### config.mk
export PLATFORM = sky130hd
export DESIGN_NAME = cpu_decode_flat
export DESIGN_NICKNAME = d
export VERILOG_FILES = /design/src/rtl/cpu_decode_if.sv /design/src/rtl/cpu_decode.sv /design/src/flat_wrapper.sv
export SDC_FILE = /design/constraint.sdc
export NUM_CORES = 1
export LEC_CHECK = 0
export ABC_AREA = 1
export CAP_MARGIN = 10
export CORE_MARGIN = 1
export CORE_UTILIZATION = 30
export CTS_BUF_LIST = sky130_fd_sc_hd__clkbuf_16
export CTS_CLUSTER_SIZE = 40
export DETAILED_ROUTE_END_ITERATION = 12
export PLACE_DENSITY = 0.71
export SETUP_SLACK_MARGIN = 0.1
export SYNTH_ARGS = -nofsm -noshare
export SYNTH_HDL_FRONTEND = slang
export SYNTH_SLANG_ARGS = --single-unit
### constraint.sdc
create_clock -name i_clock -period 2.35 [get_ports i_clock]
set_input_delay 0.3525 -clock i_clock [delete_from_list [all_inputs] [get_ports i_clock]]
set_output_delay 0.3525 -clock i_clock [all_outputs]
set_load 0.005 [all_outputs]
### src/rtl/cpu_decode_if.sv
// Fetch, register-file and execute signals around the decode/issue stage.
// slave: the decode stage itself; master: the surrounding fetch/RF/execute environment.
interface cpu_decode_if;
    logic        i_fetch_valid;
    logic [31:0] i_fetch_pc;
    logic [31:0] i_fetch_instruction;
    logic        o_fetch_ready;
    logic [4:0]  o_rs1_idx;
    logic [4:0]  o_rs2_idx;
    logic [31:0] i_rs1_data;
    logic [31:0] i_rs2_data;
    logic        o_execute;
    logic [31:0] o_pc;
    logic [31:0] o_instruction;
    logic [31:0] o_rs1;
    logic [31:0] o_rs2;
    logic [4:0]  o_inst_rd;
    logic [31:0] o_imm;
    logic        o_branch;
    logic        i_execute_ready;
    logic [4:0]  i_execute_rd;
    logic [31:0] i_execute_value;
    logic        o_illegal;

    modport slave (
        input  i_fetch_valid, i_fetch_pc, i_fetch_instruction,
        input  i_rs1_data, i_rs2_data,
        input  i_execute_ready, i_execute_rd, i_execute_value,
        output o_fetch_ready, o_rs1_idx, o_rs2_idx, o_execute, o_pc, o_instruction,
        output o_rs1, o_rs2, o_inst_rd, o_imm, o_branch, o_illegal
    );

    modport master (
        output i_fetch_valid, i_fetch_pc, i_fetch_instruction,
        output i_rs1_data, i_rs2_data,
        output i_execute_ready, i_execute_rd, i_execute_value,
        input  o_fetch_ready, o_rs1_idx, o_rs2_idx, o_execute, o_pc, o_instruction,
        input  o_rs1, o_rs2, o_inst_rd, o_imm, o_branch, o_illegal
    );
endinterface

### src/rtl/cpu_decode.sv
// Decode/issue stage: accept one instruction, read operands, issue to execute, wait for done.
// Optional macro DECODE_FORWARD_EN adds a one-entry result forward and skips the WB cycle.
module cpu_decode #(
    parameter int unsigned RF_LATENCY = 1
) (
    input  logic           i_clock,
    input  logic           i_reset,
    cpu_decode_if.slave    io_dec
);
    localparam int unsigned XLEN  = 32;
    localparam int unsigned RIDX  = 5;
    localparam int unsigned CNT_W = 2;

    localparam logic [6:0] OP_LUI    = 7'b0110111;
    localparam logic [6:0] OP_AUIPC  = 7'b0010111;
    localparam logic [6:0] OP_JAL    = 7'b1101111;
    localparam logic [6:0] OP_JALR   = 7'b1100111;
    localparam logic [6:0] OP_BRANCH = 7'b1100011;
    localparam logic [6:0] OP_LOAD   = 7'b0000011;
    localparam logic [6:0] OP_STORE  = 7'b0100011;
    localparam logic [6:0] OP_IMM    = 7'b0010011;
    localparam logic [6:0] OP_OP     = 7'b0110011;

    typedef enum logic [2:0] {S_IDLE, S_READ, S_ISSUE, S_WAIT, S_WB} state_t;

    state_t            r_state, w_state_nxt;
    logic [CNT_W-1:0]  r_cnt, w_cnt_nxt;
    logic              r_fetch_ready, r_execute, r_illegal, r_branch;
    logic [XLEN-1:0]   r_pc, r_instr, r_rs1, r_rs2, r_imm;
    logic [RIDX-1:0]   r_rs1_idx, r_rs2_idx, r_rd;

    logic [XLEN-1:0]   w_instr, w_imm, w_rs1_val, w_rs2_val;
    logic [RIDX-1:0]   w_rd;
    logic              w_legal, w_branch, w_accept;
    logic              w_execute_nxt, w_illegal_nxt, w_load_fetch, w_capture;

    assign w_instr  = io_dec.i_fetch_instruction;
    assign w_accept = r_fetch_ready & io_dec.i_fetch_valid;

    // Opcode classification, destination and immediate of the offered instruction
    always_comb begin
        w_legal  = 1'b1;
        w_branch = 1'b0;
        w_rd     = w_instr[11:7];
        w_imm    = '0;
        case (w_instr[6:0])
            OP_LUI, OP_AUIPC: w_imm = {w_instr[31:12], 12'b0};
            OP_JAL: begin
                w_imm    = {{11{w_instr[31]}}, w_instr[31], w_instr[19:12], w_instr[20],
                            w_instr[30:21], 1'b0};
                w_branch = 1'b1;
            end
            OP_JALR: begin
                w_imm    = {{20{w_instr[31]}}, w_instr[31:20]};
                w_branch = 1'b1;
            end
            OP_BRANCH: begin
                w_imm    = {{19{w_instr[31]}}, w_instr[31], w_instr[7], w_instr[30:25],
                            w_instr[11:8], 1'b0};
                w_branch = 1'b1;
                w_rd     = '0;
            end
            OP_LOAD, OP_IMM: w_imm = {{20{w_instr[31]}}, w_instr[31:20]};
            OP_STORE: begin
                w_imm = {{20{w_instr[31]}}, w_instr[31:25], w_instr[11:7]};
                w_rd  = '0;
            end
            OP_OP: w_imm = '0;
            default: begin
                w_legal = 1'b0;
                w_rd    = '0;
            end
        endcase
    end

    // State register
    always_ff @(posedge i_clock) begin
        if (!i_reset) r_state <= S_IDLE;
        else          r_state <= w_state_nxt;
    end

    // Next-state logic
    always_comb begin
        w_state_nxt = r_state;
        case (r_state)
            S_IDLE:  if (w_accept && w_legal) w_state_nxt = S_READ;
            S_READ:  if (r_cnt == '0) w_state_nxt = S_ISSUE;
            S_ISSUE: w_state_nxt = S_WAIT;
`ifdef DECODE_FORWARD_EN
            S_WAIT:  if (io_dec.i_execute_ready) w_state_nxt = S_IDLE;
`else
            S_WAIT:  if (io_dec.i_execute_ready) w_state_nxt = S_WB;
`endif
            S_WB:    w_state_nxt = S_IDLE;
            default: w_state_nxt = S_IDLE;
        endcase
    end

    // Output/datapath control derived from the current state
    always_comb begin
        w_execute_nxt = 1'b0;
        w_illegal_nxt = 1'b0;
        w_load_fetch  = 1'b0;
        w_capture     = 1'b0;
        w_cnt_nxt     = r_cnt;
        case (r_state)
            S_IDLE: begin
                if (w_accept) begin
                    w_load_fetch  = w_legal;
                    w_illegal_nxt = ~w_legal;
                    if (w_legal) w_cnt_nxt = CNT_W'(RF_LATENCY);
                end
            end
            S_READ: begin
                if (r_cnt == '0) begin
                    w_capture     = 1'b1;
                    w_execute_nxt = 1'b1;
                end else begin
                    w_cnt_nxt = r_cnt - CNT_W'(1);
                end
            end
            default: ;
        endcase
    end

`ifdef DECODE_FORWARD_EN
    logic [RIDX-1:0] r_fwd_rd;
    logic [XLEN-1:0] r_fwd_val;

    // Most recent execute result, captured only while waiting on execute
    always_ff @(posedge i_clock) begin
        if (!i_reset) begin
            r_fwd_rd  <= '0;
            r_fwd_val <= '0;
        end else if (r_state == S_WAIT && io_dec.i_execute_ready) begin
            r_fwd_rd  <= io_dec.i_execute_rd;
            r_fwd_val <= io_dec.i_execute_value;
        end
    end

    always_comb begin
        w_rs1_val = io_dec.i_rs1_data;
        w_rs2_val = io_dec.i_rs2_data;
        if (r_rs1_idx == r_fwd_rd) w_rs1_val = r_fwd_val;
        if (r_rs2_idx == r_fwd_rd) w_rs2_val = r_fwd_val;
        if (r_rs1_idx == '0) w_rs1_val = '0;
        if (r_rs2_idx == '0) w_rs2_val = '0;
    end
`else
    logic w_unused;
    assign w_unused = ^{io_dec.i_execute_rd, io_dec.i_execute_value};

    always_comb begin
        w_rs1_val = (r_rs1_idx == '0) ? '0 : io_dec.i_rs1_data;
        w_rs2_val = (r_rs2_idx == '0) ? '0 : io_dec.i_rs2_data;
    end
`endif

    // Registered outputs and instruction context
    always_ff @(posedge i_clock) begin
        if (!i_reset) begin
            r_fetch_ready <= 1'b0;
            r_execute     <= 1'b0;
            r_illegal     <= 1'b0;
            r_cnt         <= '0;
            r_pc          <= '0;
            r_instr       <= '0;
            r_rs1_idx     <= '0;
            r_rs2_idx     <= '0;
            r_rd          <= '0;
            r_imm         <= '0;
            r_branch      <= 1'b0;
            r_rs1         <= '0;
            r_rs2         <= '0;
        end else begin
            r_fetch_ready <= (w_state_nxt == S_IDLE);
            r_execute     <= w_execute_nxt;
            r_illegal     <= w_illegal_nxt;
            r_cnt         <= w_cnt_nxt;
            if (w_load_fetch) begin
                r_pc      <= io_dec.i_fetch_pc;
                r_instr   <= w_instr;
                r_rs1_idx <= w_instr[19:15];
                r_rs2_idx <= w_instr[24:20];
                r_rd      <= w_rd;
                r_imm     <= w_imm;
                r_branch  <= w_branch;
            end
            if (w_capture) begin
                r_rs1 <= w_rs1_val;
                r_rs2 <= w_rs2_val;
            end
        end
    end

    assign io_dec.o_fetch_ready = r_fetch_ready;
    assign io_dec.o_rs1_idx     = r_rs1_idx;
    assign io_dec.o_rs2_idx     = r_rs2_idx;
    assign io_dec.o_execute     = r_execute;
    assign io_dec.o_pc          = r_pc;
    assign io_dec.o_instruction = r_instr;
    assign io_dec.o_rs1         = r_rs1;
    assign io_dec.o_rs2         = r_rs2;
    assign io_dec.o_inst_rd     = r_rd;
    assign io_dec.o_imm         = r_imm;
    assign io_dec.o_branch      = r_branch;
    assign io_dec.o_illegal     = r_illegal;
endmodule

### src/flat_wrapper.sv
// flat-port wrapper written by rule: the top's interface ports become plain ports
module cpu_decode_flat 
#(
    parameter int unsigned RF_LATENCY = 1
)
  (i_clock, i_reset, io_dec_i_fetch_valid, io_dec_i_fetch_pc, io_dec_i_fetch_instruction, io_dec_i_rs1_data, io_dec_i_rs2_data, io_dec_i_execute_ready, io_dec_i_execute_rd, io_dec_i_execute_value, io_dec_o_fetch_ready, io_dec_o_rs1_idx, io_dec_o_rs2_idx, io_dec_o_execute, io_dec_o_pc, io_dec_o_instruction, io_dec_o_rs1, io_dec_o_rs2, io_dec_o_inst_rd, io_dec_o_imm, io_dec_o_branch, io_dec_o_illegal);
  cpu_decode_if io_dec_i ();
  input  logic i_clock;
  input  logic i_reset;
  input wire logic [$bits(io_dec_i.i_fetch_valid)-1:0] io_dec_i_fetch_valid;
  input wire logic [$bits(io_dec_i.i_fetch_pc)-1:0] io_dec_i_fetch_pc;
  input wire logic [$bits(io_dec_i.i_fetch_instruction)-1:0] io_dec_i_fetch_instruction;
  input wire logic [$bits(io_dec_i.i_rs1_data)-1:0] io_dec_i_rs1_data;
  input wire logic [$bits(io_dec_i.i_rs2_data)-1:0] io_dec_i_rs2_data;
  input wire logic [$bits(io_dec_i.i_execute_ready)-1:0] io_dec_i_execute_ready;
  input wire logic [$bits(io_dec_i.i_execute_rd)-1:0] io_dec_i_execute_rd;
  input wire logic [$bits(io_dec_i.i_execute_value)-1:0] io_dec_i_execute_value;
  output wire logic [$bits(io_dec_i.o_fetch_ready)-1:0] io_dec_o_fetch_ready;
  output wire logic [$bits(io_dec_i.o_rs1_idx)-1:0] io_dec_o_rs1_idx;
  output wire logic [$bits(io_dec_i.o_rs2_idx)-1:0] io_dec_o_rs2_idx;
  output wire logic [$bits(io_dec_i.o_execute)-1:0] io_dec_o_execute;
  output wire logic [$bits(io_dec_i.o_pc)-1:0] io_dec_o_pc;
  output wire logic [$bits(io_dec_i.o_instruction)-1:0] io_dec_o_instruction;
  output wire logic [$bits(io_dec_i.o_rs1)-1:0] io_dec_o_rs1;
  output wire logic [$bits(io_dec_i.o_rs2)-1:0] io_dec_o_rs2;
  output wire logic [$bits(io_dec_i.o_inst_rd)-1:0] io_dec_o_inst_rd;
  output wire logic [$bits(io_dec_i.o_imm)-1:0] io_dec_o_imm;
  output wire logic [$bits(io_dec_i.o_branch)-1:0] io_dec_o_branch;
  output wire logic [$bits(io_dec_i.o_illegal)-1:0] io_dec_o_illegal;
  assign io_dec_i.i_fetch_valid = io_dec_i_fetch_valid;
  assign io_dec_i.i_fetch_pc = io_dec_i_fetch_pc;
  assign io_dec_i.i_fetch_instruction = io_dec_i_fetch_instruction;
  assign io_dec_i.i_rs1_data = io_dec_i_rs1_data;
  assign io_dec_i.i_rs2_data = io_dec_i_rs2_data;
  assign io_dec_i.i_execute_ready = io_dec_i_execute_ready;
  assign io_dec_i.i_execute_rd = io_dec_i_execute_rd;
  assign io_dec_i.i_execute_value = io_dec_i_execute_value;
  assign io_dec_o_fetch_ready = io_dec_i.o_fetch_ready;
  assign io_dec_o_rs1_idx = io_dec_i.o_rs1_idx;
  assign io_dec_o_rs2_idx = io_dec_i.o_rs2_idx;
  assign io_dec_o_execute = io_dec_i.o_execute;
  assign io_dec_o_pc = io_dec_i.o_pc;
  assign io_dec_o_instruction = io_dec_i.o_instruction;
  assign io_dec_o_rs1 = io_dec_i.o_rs1;
  assign io_dec_o_rs2 = io_dec_i.o_rs2;
  assign io_dec_o_inst_rd = io_dec_i.o_inst_rd;
  assign io_dec_o_imm = io_dec_i.o_imm;
  assign io_dec_o_branch = io_dec_i.o_branch;
  assign io_dec_o_illegal = io_dec_i.o_illegal;
  cpu_decode #(.RF_LATENCY(RF_LATENCY)) u_core (.i_clock(i_clock), .i_reset(i_reset), .io_dec(io_dec_i));
endmodule
# After elaboration in Yosys (flattened, before gate mapping)
# Cells that the tools add are included.
# totals
ff_bits	184
inputBits	169
out_inout_bits	179
# classes
n_addsub	1
n_eq_ne	15
n_mux	18
n_bitwise	2
n_reduce_logical	14
# op_table
cell	n
32-bit one-hot mux with 5 select lines	1
32-bit two-way mux	2
7-bit by 6-bit == test with 1-bit output, second input constant	3
7-bit == test, second input constant	3
7-bit by 5-bit == test with 1-bit output, second input constant	2
3-bit one-hot mux with 4 select lines	1
5-bit logical NOT	2
3-bit two-way mux	3
9-bit OR reduction	1
7-bit by 2-bit == test with 1-bit output, second input constant	1
7-bit OR reduction	1
3-bit by 2-bit == test with 1-bit output, second input constant	2
3-bit logical NOT	2
1-bit two-way mux	6
2-bit two-way mux	3
3-bit OR reduction	2
5-bit two-way mux	1
2-bit by 1-bit inequality test with 1-bit output, second input constant	2
2-bit one-hot mux with 2 select lines	1
4-bit AND reduction	1
3-bit by 1-bit == test with 1-bit output, second input constant	1
3-bit AND reduction	1
2-bit logical NOT	1
2-bit inequality test, second input constant	1
other kinds (6)	6

# Longest topological paths before layout
# logic_depth
word_depth	7
depth_mapped	12
ltp_nobuf	11

# Least setup slack after synthesis
# OpenSTA, ideal clock, no wires.
# synth_timing
kind	input to register
start	in io_dec_i_fetch_instruction[5]
end	reg u_core.r_pc[31], in the netlist u_core.io_dec.o_pc[31]
setup_ns	0.116
t_arrival_ns	1.565
t_required_ns	2.234
path_slack_ns	0.669
path_stages	12
n_path_buf	3
cell_sequence	buf_2 > nand2_4 > nor2_8 > nand2_1 > nand3_2 > nor2_8 > nor2_8 > inv_2 > buf_6 > buf_6 > nor2_1 > nor2_1
# synth_between
elab_chain_cells	5
word_cells_on_any_way	13
classes_between	9 x eq/ne; 3 x mux; 1 x reduce/logical
# synth_rtl
element	line_no	source
start: declaration	flat_wrapper.sv:12	input wire logic [$bits(io_dec_i.i_fetch_instruction)-1:0] io_dec_i_fetch_instruction;
7-bit by 6-bit == test with 1-bit output (tied with other cells)	cpu_decode.sv:46	case (w_instr[6:0])
9-bit OR reduction (no line) *	n/a	
1-bit two-way mux *	cpu_decode.sv:46	
1-bit two-way mux *	cpu_decode.sv:108	if (w_accept) begin
1-bit two-way mux *	cpu_decode.sv:106	case (r_state)
end signal: assignment	cpu_decode.sv:181	r_pc <= io_dec.i_fetch_pc;
end: declaration	cpu_decode.sv:29	logic [XLEN-1:0] r_pc, r_instr, r_rs1, r_rs2, r_imm;
# Mark *: on every way between the ends. The rest lies on a longest branch, timed or not.
# A chain may end at the register's enable or synchronous reset.

# Worst setup path in the final report
# layout_timing
start	in io_dec_i_fetch_instruction[4]
end	reg u_core.r_imm[7], in the netlist u_core.io_dec.o_imm[7]
# layout_between
elab_chain_cells	5
word_cells_on_any_way	16
classes_between	9 x eq/ne; 4 x mux; 3 x reduce/logical
# layout_rtl
element	line_no	source
7-bit by 6-bit == test with 1-bit output (tied with other cells)	cpu_decode.sv:46	
9-bit OR reduction (no line)	n/a	
1-bit two-way mux	cpu_decode.sv:46	
1-bit two-way mux	cpu_decode.sv:108	
1-bit two-way mux	cpu_decode.sv:106	
end signal: assignment	cpu_decode.sv:186	r_imm <= w_imm;
end: declaration	cpu_decode.sv:29	
# Parallel ways exist; a longest one is shown, timed or not.

==> summary.md <==
| Metric | Value |
|---|---|
| Count of hold buffers inserted by post-cts repair | 0 |
| Buf/Inv on CP | 4 |
| Initial drt markers | 388 |
| Seq/Total Area, Yosys | 53.22% |
| Antenna Cells | 0 |
| CP Class | primary input to register |
| Initial core utilization | 30.84% |
| Crit path DAT | 2.29 ns |
| Final ANT Viol Nets | 0 |
| Wire length on met3 | 1445 um |
| Sequential Area | 0.003483 sq mm |
| Worst path top cell family by delay | buffers and inverters |
| Number of global-route vias before repair | 6078 |
| CP max stage delay | 0.52 ns |
| DR pass1 iterations | 5 |
| Avg Inst Size Synth | 8.567 sq um |
| NumNets Final | 1219 |
| Peak VDD IR | 0.4426 mV |
| Met2 wire length | 10780 um |
| Max_slew headroom | 72.75% |
| Row count | 53 |
| Pwr/cell area | 597.9 mW/mm^2 |
| CTS Buf Count | 17 |
| Yosys top cell area share | 53.22% |
| Fin. max-slew vios | 0 |
| GRT overflow | 0 |
| CP Max Fanout | 23 |
| EDFF count, synth | 0 |
| Crit path time final | 1.943 ns |
| Top Metal Used | met4 |
| Commonest cells in the netlist | dfxtp_1, nand2_1, nor2_1 |
| Postcts setup bufs | 0 |
| Syn Nets | 934 |
| TritonCTS clock tree | built |
| Outcome | finished clean |
| Main synth FF type | dfxtp_1 |
| Ranking of synthesized cells by area | dfxtp_1, a32o_1, nand2_1 |
| Period utilisation layout | 82.67% |
| Worst EP required | 2.69 ns |
| CP max-delay cell | clkdlybuf4s50_1 |
| Die Wd | 149.7 um |
| Total power | 6240 uW |
| Chip height | 149.7 um |
| Clock sink total | 174 |
| Initial antenna violation count | 0 |
| Worst path depth | 12 |
| Syn Std Cell Area | 0.006545 sq mm |
| HP Class | primary input to register |
| Worst setup SP type | primary input |
| Setup violations, final | 0 |
| RR Endpoint | u_core.io_dec.o_rs1_idx[0] |
| Core area | 0.02122 sq mm |
| Total track usage | 19.68% |
| Syn-to-layout area delta | 59.45% |
| IO Pins | 348 |
| Pleak | 0.004016 uW |
| DR vias | 6494 |
| Area leader, netlist | dfxtp_1 |
| Min-delay src | i_reset |
| Reg2reg setup slack | 0.57 ns |
| Worst-margin pin slew | 0.4063 ns |
| Clk_skew | 0.01267 ns |
| Routed length on met1 | 10020 um |
| Worst r2r path cells | 11 |
| Residual DRC | 0 |
| TNS Setup | 0 ns |
| Crit-path most repeated cell | nor2_8 |
| H-tree depth | 4 |
| Asr flop ratio synth | 0% |
| Crit end category | register |
| Number of fill cells in the layout | 1976 |
| Port bufs | 310 |
| Fraction of layout cells with a size suffix above 1 | 6.503% |
| Gpl congestion | 0.8003 |
| Fmax | 0.5147 GHz |
| Pin count of the biggest net entering global routing | 69 |
| WL final | 22650 um |
| WL/cell | 16.95 um |
| Clock transition at path regs | 0.06 ns |
| Most common cell in the netlist | dfxtp_1 |
| Reg2reg start | u_core.r_state[2] |
| Synthesis-stage register bit count | 174 |
| Clk root buf | clkbuf_16 |
| HPWL after detailed placement | 16400 um |
| Crit path launch | io_dec_i_fetch_instruction[4] |
| Clock latency on the worst-skew pair | 0.42 ns |
| MaxCap Viol Count | 0 |
| CTS-repair resized insts | 0 |
| Area of the multi-input gates | 0.002623 sq mm |
| Hold Vio Cnt, Final | 0 |
| Worst Setup EP | u_core.io_dec.o_imm[7] |
| Die area | 0.02241 sq mm |
| Worst-case clock buffer depth | 2 |
| RSZ-0062 raised after global routing | no |
| Crit path cell chain | clkdlybuf4s50_1 -> inv_2 -> nand2_4 -> nor2_8 -> nand2_1 -> nand3_2 -> nor2_8 -> nor2_8 -> inv_2 -> buf_4 -> nand2_1 -> a21oi_1 |
| Global-route wire length before repair | 33850 um |
| Hold WS | 0.3422 ns |
| Post-Syn Instances | 764 |
| Vias/cell | 4.861 |
| Yosys Warn Count | 0 |
| Post-synth cell types | 27 |
==> registers in the layout, indices dropped and copies added, names as in the netlist, 4 cells and up <==
signal	count
u_core.io_dec.o_rs2_idx	4
u_core.io_dec.o_rs2	32
u_core.io_dec.o_inst_rd	5
u_core.io_dec.o_rs1	32
u_core.io_dec.o_instruction	24
u_core.io_dec.o_rs1_idx	4
u_core.io_dec.o_pc	32
u_core.io_dec.o_imm	32
==> worst min-delay path by stage <==
| stage | depth (start not counted) | endpoint |
|---|---|---|
| 2_1_floorplan | 2 | u_core.r_cnt[1] |
| 3_3_place_gp | 1 | u_core.io_dec.o_rs1[11] |
| 3_5_place_dp | 1 | u_core.io_dec.o_rs1[17] |
| 4_1_cts | 3 | u_core.io_dec.o_fetch_ready |
| 5_1_grt | 3 | u_core.io_dec.o_fetch_ready |
| 6_report | 3 | u_core.io_dec.o_fetch_ready |
==> stage by stage <==
stage | instance area, sq um | instances | util, % | setup slack, ns
floorplan | 6545 | 764 | - | 0.6691
global placement | 9889 | 1305 | 46.60 | 0.06057
detailed placement | 9889 | 1305 | 46.60 | 0.004248
CTS | 10440 | 1336 | 49.18 | 0.4310
global route | 10440 | 1336 | 49.18 | 0.2632
finish | 10440 | 1336 | 49.18 | 0.4073
==> layer usage <==
metal  GRT usage [%]  vias up
li1                -     3186
met1           26.00     3042
met2           31.41      242
met3           4.848       24
met4           6.111        0
met5               0        -
==> power breakdown <==
group	internal, uW	switching, uW	leakage, uW
Combinational	302	261	0.00235
Clock	1460	1230	0.000265
Sequential	2980	19.4	0.00140
==> worst register-to-register path: cells and delay by family, from the launching register on <==
kind          cells  cell delay, ns
buf+inv           5            0.57
flops             1            0.32
simple gates      6            0.78
==> placed cells by master (no fill, tap or decap), drive strengths merged <==
cell type      count
buf               25
clkinv             5
o21ai             51
or2                1
nor3               5
clkbuf            17
dfxtp            174
nand2            148
nor2             121
nor4               1
ha                 1
clkdlybuf4s50    309
a21oi             57
clkinvlp           4
nand4             25
bufinv             1
inv               27
a32o              64
nand3             25
==> cell families (layout without fill, tap and decap cells) <==
kind of cell             Yosys count  in the layout  share of synthesized area [%]
AND/OR/NAND/NOR                  326            326                          21.72
flip-flops                       174            174                          53.22
AO/OA/AOI/OAI                    172            172                          18.05
buffers and inverters             91            388                          6.825
adder cells (fa/ha/maj)            1              1                         0.1911
==> area by class of cell <==
cell class	count	area share [%]
clock buffer	17	4.076
tap	275	3.297
multi-input combinational	499	25.13
timing repair buffer	334	32.13
inverter	23	0.8272
sequential	174	33.38
clock inverter	14	1.163
Note: power is estimated with default switching activity, not from simulation.
